### src/rtl/ew_event_logger.sv
// ew_event_logger: timestamps threat-FSM transitions and system_fault rising
// edges into a first-word-fall-through FIFO that the host drains over a
// valid/ready port. Records arriving while the FIFO is full are dropped and
// counted (saturating at 255).
//
// Ports:
//   clk          in   system clock, rising edge
//   reset        in   asynchronous active-low reset
//   fsm_state    in   threat FSM state (3 bits)
//   comm_channel in   active channel (2 bits)
//   system_fault in   fault flag
//   clear        in   synchronous flush of FIFO and drop counter
//   evt_ready    in   consumer accepts head record
//   evt_valid    out  head record valid (decoded from registered count)
//   evt_data     out  head record {ts, prev_state, new_state, channel, fault}
//   evt_count    out  records stored
//   log_full     out  evt_count == DEPTH (decoded from registered count)
//   drop_cnt     out  dropped records, saturating
module ew_event_logger #(
    parameter int unsigned DEPTH = 8,
    parameter int unsigned TS_W  = 16
) (
    input  logic                     clk,
    input  logic                     reset,
    input  logic [2:0]               fsm_state,
    input  logic [1:0]               comm_channel,
    input  logic                     system_fault,
    input  logic                     clear,
    input  logic                     evt_ready,
    output logic                     evt_valid,
    output logic [TS_W+8:0]          evt_data,
    output logic [$clog2(DEPTH):0]   evt_count,
    output logic                     log_full,
    output logic [7:0]               drop_cnt
);

    localparam int unsigned PTR_W = $clog2(DEPTH);
    localparam int unsigned CNT_W = PTR_W + 1;
    localparam int unsigned REC_W = TS_W + 9;

    logic [TS_W-1:0]  ts_q, ts_d;
    logic [2:0]       last_state_q, last_state_d;
    logic             last_fault_q, last_fault_d;
    logic [PTR_W-1:0] wr_ptr_q, wr_ptr_d;
    logic [PTR_W-1:0] rd_ptr_q, rd_ptr_d;
    logic [CNT_W-1:0] count_q, count_d;
    logic [7:0]       drop_q, drop_d;
    logic [REC_W-1:0] mem_q [DEPTH];

    logic             evt_fire;
    logic             pop;
    logic             push;
    logic             wr_en;
    logic [REC_W-1:0] rec;

    // Status decoded from the registered count only; no input-to-output path.
    assign evt_valid = (count_q != '0);
    assign log_full  = (count_q == CNT_W'(DEPTH));
    assign evt_count = count_q;
    assign drop_cnt  = drop_q;
    assign evt_data  = mem_q[rd_ptr_q];

    // Event detection, FIFO bookkeeping and drop accounting.
    always_comb begin
        ts_d         = ts_q + TS_W'(1);
        last_state_d = fsm_state;
        last_fault_d = system_fault;
        wr_ptr_d     = wr_ptr_q;
        rd_ptr_d     = rd_ptr_q;
        count_d      = count_q;
        drop_d       = drop_q;
        wr_en        = 1'b0;

        // A state change and a fault edge in the same cycle share one record.
        evt_fire = (fsm_state != last_state_q) || (system_fault && !last_fault_q);
        pop      = evt_valid && evt_ready;
        // A full FIFO still accepts a push when the head leaves this cycle.
        push     = evt_fire && (!log_full || pop);
        rec      = {ts_q, last_state_q, fsm_state, comm_channel, system_fault};

        if (clear) begin
            wr_ptr_d = '0;
            rd_ptr_d = '0;
            count_d  = '0;
            drop_d   = '0;
        end else begin
            if (push) begin
                wr_en    = 1'b1;
                wr_ptr_d = wr_ptr_q + PTR_W'(1);
            end
            if (pop) begin
                rd_ptr_d = rd_ptr_q + PTR_W'(1);
            end
            count_d = count_q + CNT_W'(push) - CNT_W'(pop);
            if (evt_fire && !push && (drop_q != 8'hFF)) begin
                drop_d = drop_q + 8'd1;
            end
        end
    end

    // Control and tracking state.
    always_ff @(posedge clk or negedge reset) begin
        if (!reset) begin
            ts_q         <= '0;
            last_state_q <= '0;
            last_fault_q <= 1'b0;
            wr_ptr_q     <= '0;
            rd_ptr_q     <= '0;
            count_q      <= '0;
            drop_q       <= '0;
        end else begin
            ts_q         <= ts_d;
            last_state_q <= last_state_d;
            last_fault_q <= last_fault_d;
            wr_ptr_q     <= wr_ptr_d;
            rd_ptr_q     <= rd_ptr_d;
            count_q      <= count_d;
            drop_q       <= drop_d;
        end
    end

    // Record storage; contents are meaningless until counted, so no reset.
    always_ff @(posedge clk) begin
        if (wr_en) begin
            mem_q[wr_ptr_q] <= rec;
        end
    end

endmodule

### config.mk
export PLATFORM = sky130hd
export DESIGN_NAME = ew_event_logger
export DESIGN_NICKNAME = d
export VERILOG_FILES = /design/src/rtl/ew_event_logger.sv
export SDC_FILE = /design/constraint.sdc
export NUM_CORES = 1
export LEC_CHECK = 0
export BUFFER_PORTS_ARGS = -buffer_cell sky130_fd_sc_hd__buf_2
export CORE_ASPECT_RATIO = 1.75
export CORE_MARGIN = 2
export CORE_UTILIZATION = 55
export DETAILED_ROUTE_END_ITERATION = 7
export GPL_ROUTABILITY_DRIVEN = 0
export PLACE_DENSITY = 0.76
export RECOVER_POWER = 25
export SKIP_LAST_GASP = 1
export SLEW_MARGIN = 20
export SYNTH_ARGS = -nofsm -noshare
export SYNTH_HDL_FRONTEND = slang
export SYNTH_SLANG_ARGS = --single-unit
### constraint.sdc
create_clock -name clk -period 3.56 [get_ports clk]
set_input_delay 0.178 -clock clk [delete_from_list [all_inputs] [get_ports clk]]
set_output_delay 0.178 -clock clk [all_outputs]
set_load 0.005 [all_outputs]
## Word level (Yosys, flattened, before mapping)

Memory sizes are Yosys's and may differ from the RTL's.
Cells that the tools add are included.

| word-level totals | value |
|---|---|
| RAM bits | 200 |
| memories kept | 1 |
| input bits | 10 |
| bits in registers | 38 |
| logic and storage cells | 42 |

| cells by class | value |
|---|---|
| equal/unequal tests | 3 |
| reductions and logical operators | 14 |
| add/subtract/negate cells | 6 |
| muxes and demuxes | 11 |

Memory list:

| memory | words | width | rd ports | clocked after memory_dff | write ports | RTL line | source |
|---|---|---|---|---|---|---|---|
| mem_q | 8 | 25 | 1 | 0 | 1 | 48 | `logic [REC_W-1:0] mem_q [DEPTH];` |

Operators with widths:

| operator | number |
|---|---|
| $add A16 B1 Y16 const B | 1 |
| $mux W8 | 2 |
| $mux W3 | 4 |
| $add A8 B1 Y8 const B | 1 |
| $ne A8 B8 Y1 const B | 1 |
| $add A3 B1 Y3 const B | 2 |
| $reduce_bool A2 Y1 | 3 |
| $logic_and A1 B1 Y1 | 5 |
| $add A4 B1 Y4 | 1 |
| $eq A4 B4 Y1 const B | 1 |
| $mux W1 | 4 |
| $mux W4 | 1 |
| $reduce_bool A4 Y1 | 1 |
| $sub A4 B1 Y4 | 1 |
| $logic_not A1 Y1 | 3 |
| $ne A3 B3 Y1 | 1 |
| $logic_or A1 B1 Y1 | 2 |

## Logic depth before layout (Yosys ltp)

| logic depth | value |
|---|---|
| depth after elaboration | 9 |
| depth in mapped cells | 12 |

## Least setup slack after synthesis

OpenSTA, ideal clock, no wires.

| timing path | value |
|---|---|
| path type | register -> register |
| start | reg count_q[2] (netlist: evt_count[2]) |
| end | mem mem_q[3][0] in the netlist's numbering, enable pin |
| path buffers | 1 |
| clock period less this slack | 3.589 ns |
| data arrival time | 3.146 ns |
| slack | -0.029 ns |
| data required time | 3.116 ns |
| stages on the path, launching flop included | 7 |
| path through | dfrtp_1 inv_1 ha_1 o21ai_2 buf_6 nand4b_1 nor3b_1 |

| between the ends | value |
|---|---|
| word-level cells in the longest chain between the ends | 8 |

Ends and longest elaborated chain:

| element | RTL line | source |
|---|---|---|
| start: declaration | 46 | `logic [CNT_W-1:0] count_q, count_d;` |
| start signal: assignment | 117 | `count_q <= count_d;` |
| $eq A4 B4 Y1 / $reduce_bool A4 Y1 (equally long branches) | 58, 57 |  |
| $logic_not A1 Y1 / $logic_and A1 B1 Y1 (equally long branches) | 78, 76 |  |
| $logic_or A1 B1 Y1 (*) | 78 | `push = evt_fire && (!log_full \|\| pop);` |
| $logic_and A1 B1 Y1 (*) | 78 |  |
| $mux W1 (*) | 87 | `if (push) begin` |
| $mux W1 (*) | 81 | `if (clear) begin` |
| $mux W1 (*) | 124 | `if (wr_en) begin` |
| $mux W1 (not written as such) (*) | 125 | `mem_q[wr_ptr_q] <= rec;` |
| end: declaration | 48 |  |

Every way passes the cells marked *; elsewhere a longest branch is shown, timed or not.

## Worst setup path after layout

| timing path | value |
|---|---|
| start | reg rd_ptr_q[0] |
| end | out evt_data[16] |

| between the ends | value |
|---|---|
| word-level cells in the longest chain between the ends | 1 |

Ends and longest elaborated chain:

| element | RTL line | source |
|---|---|---|
| start: declaration | 45 | `logic [PTR_W-1:0] rd_ptr_q, rd_ptr_d;` |
| start signal: assignment | 116 | `rd_ptr_q <= rd_ptr_d;` |
| $mem_v2 Z8 W25 | - |  |
| end: declaration | 31 | `output logic [TS_W+8:0] evt_data,` |

No other way between the ends.

==> results.ini <==
[synthesis]
avgSynthCellArea_sq_um=19.7
yosysWarnings=0
yosys.area.top_type=edfxtp_1
ys.flop_type=edfxtp_1
synth_area_leaders=edfxtp_1, mux4_2, dfrtp_1, mux2_2, xnor2_1
synth_cells=483
synth_nets=503
ys_types=42
ys_seq_area_frac=0.730
synthesis.area_sq_mm=0.00953
synth_seq_cells=238
synth_top_area_share=0.630
synth_edf_count=200
async_flop_share=0.160

[detailed_routing]
vias=4574
route.met2.wl_um=9240
dr.pass1.iters=4
dr_wl_met3_um=678
wl_um=17000
drc=0
wl_met1_um=6630
vias_per_cell=5.75
drt-initial-drc-count=365
wl_per_cell_um=21.3
drtAntennaViolNets=0
highest_layer=met4

[cts]
clock_latency_ps=490
clkSinkCount=238
clockRootBuffer=clkbuf_16
postCtsSetupRepairBufs=0
postCtsHoldBufs=8
cts_buffer_depth=3
htree_num_levels=1
post_cts_resize_count=0
clkTransAtPathRegs_ps=70
tritoncts=yes
cts_buffers=20

[floorplan]
fp.dieH_um=178
initial_core_util=0.562
pin_count=49
die-width_um=103
dieArea_sq_mm=0.0184
std_cell_rows=63
core_area_sq_mm=0.0169

[cells_and_area]
area_delta_synth_final_pct=13.6
antenna_cells=0
finalNetCount=575
drive_gt1_frac=0.327
finish.utilization=0.639
nFillCells=1133

[global_routing]
grt_pass1_vias=4945
grt_use_total=0.194
grt_max_degree=53
antenna_found_initial=0
overflow=0
grt_pass1_wl_um=26600

[job]
cap_violations=0

[setup_path]
cp.required_ps=3380
path_max_fanout=32
critical_path_arrival_ps=2610
crit_type=reg2out
crit_path_end_kind=primary output
critPathLaunchType=flip-flop

[outcome]
status=completed

[worst_hold_path]
worstHoldPathType=in2reg

[timing]
worstMarginPinSlew_ps=919
fin_worst_skew_ps=8.37
slew_viol_final=0
finalCritPeriodShare=0.783
rsz0062_at_grt=no
fin_crit_ps=2790
max_slew_margin=0.387
setup_viol=0
hold_viol_final=0
fmax_mhz=359

[place]
dp_hpwl_um=9970
io_buffers=48

[power]
leakagePower_nw=3.76
p_per_area_mw_per_mm2=652
total_power_mw=7.06
peakVddDrop_uv=580

-- cells in the final DEF (no fill, tap or decap), types with 4 or more instances in the layout --
cell and n:
edfxtp_1 200, mux4_2 50, buf_2 42, dfrtp_1 36, mux2_2 30, clkbuf_16 21, nand3_1 16, nor2_1 16
buf_4 16, xnor2_1 13, nand2_1 10, nor2b_1 9, ha_1 9, inv_1 8, xor2_1 8, clkbuf_1 8
dlygate4sd3_1 8, nand4_1 6, a21oi_1 6, and3_1 4, nor2_2 4, clkinv_2 4
-- report_power, final --
part / switching [mW] / total [mW] / internal [mW]
sequential: 0.183 / 3.42 / 3.24
combinational: 0.636 / 1.40 / 0.769
clock: 0.935 / 2.23 / 1.30
-- per-layer routing --
metal / vias up / global-route usage
li1: 2066 / -
met1: 2386 / 0.248
met2: 95 / 0.342
met3: 27 / 0.0263
met4: 0 / 0.0598
met5: - / 0
-- metrics by stage --
step                setup TNS [ps]  hold slack (ps)  instance area, sq um  std cells  setup slack, ps
detailed placement               0              360                 10100        752              955
global placement                 0              356                 10100        752             1100
CTS                              0              127                 10800        796              692
global route                     0              164                 10800        796              609
finish                           0              142                 10800        796              774
floorplan                    -1060             -118                  9530        483            -29.4
-- registers in the layout, summed over array words and instances, names as in the netlist --
name          count
last_state_q      3
ts_q             16
wr_ptr_q          3
mem_q           200
drop_cnt          8
last_fault_q      1
evt_count         4
rd_ptr_q          3
-- cell type report --
class,count,area (sq um),share of cell area
Inverter,8,30.0,0.00277
Sequential cell,238,6960,0.643
Multi-Input combinational cell,215,2440,0.225
Clock buffer,23,533,0.0492
Tap cell,227,284,0.0262
Timing Repair Buffer,72,433,0.0400
Clock inverter,13,145,0.0134
-- Yosys cell counts (9+ instances only) --
cell type  instances
dfrtp_1           38
mux2_2            30
clkbuf_1          12
mux4_2            50
edfxtp_1         200
nor2_1            19
xnor2_1           13
ha_1               9
nand2_1           10
nand3_1           16
nor2b_1            9
-- critical path, cell delays in order, from the launching register on --
cell and delay [ps]:
dfrtp_4 830, buf_4 320, mux4_2 520, mux2_2 290, buf_2 130
-- final timing paths --
path | from | endpoint | slack [ps] | cells past startpoint
setup / recovery | rd_ptr_q[0]$_DFFE_PN0P_ | evt_data[16] | 770 | 4
hold / removal | clear | rd_ptr_q[0]$_DFFE_PN0P_ | 140 | 2
hold reg to reg | rd_ptr_q[2]$_DFFE_PN0P_ | rd_ptr_q[2]$_DFFE_PN0P_ | 550 | 2
setup reg to reg | evt_count[2]$_DFF_PN0_ | mem_q[5][20]$_DFFE_PP_ | 940 | 6
min in group asynchronous | reset | evt_count[1]$_DFF_PN0_ | 360 | 2
max in group asynchronous | reset | rd_ptr_q[0]$_DFFE_PN0P_ | 2530 | 2
-- logic make-up (layout without fill, tap and decap cells) --
group	Yosys count	count (layout)	synth area share
XOR/XNOR	21	21	0.0193
flip-flops	238	238	0.730
multiplexers	82	82	0.156
buffers and inverters	30	116	0.0175
adder cells (fa/ha/maj)	10	10	0.0139
AO/OA/AOI/OAI	14	14	0.00919
AND/OR/NAND/NOR	88	88	0.0539
Note: power is estimated with default switching activity, not from simulation.
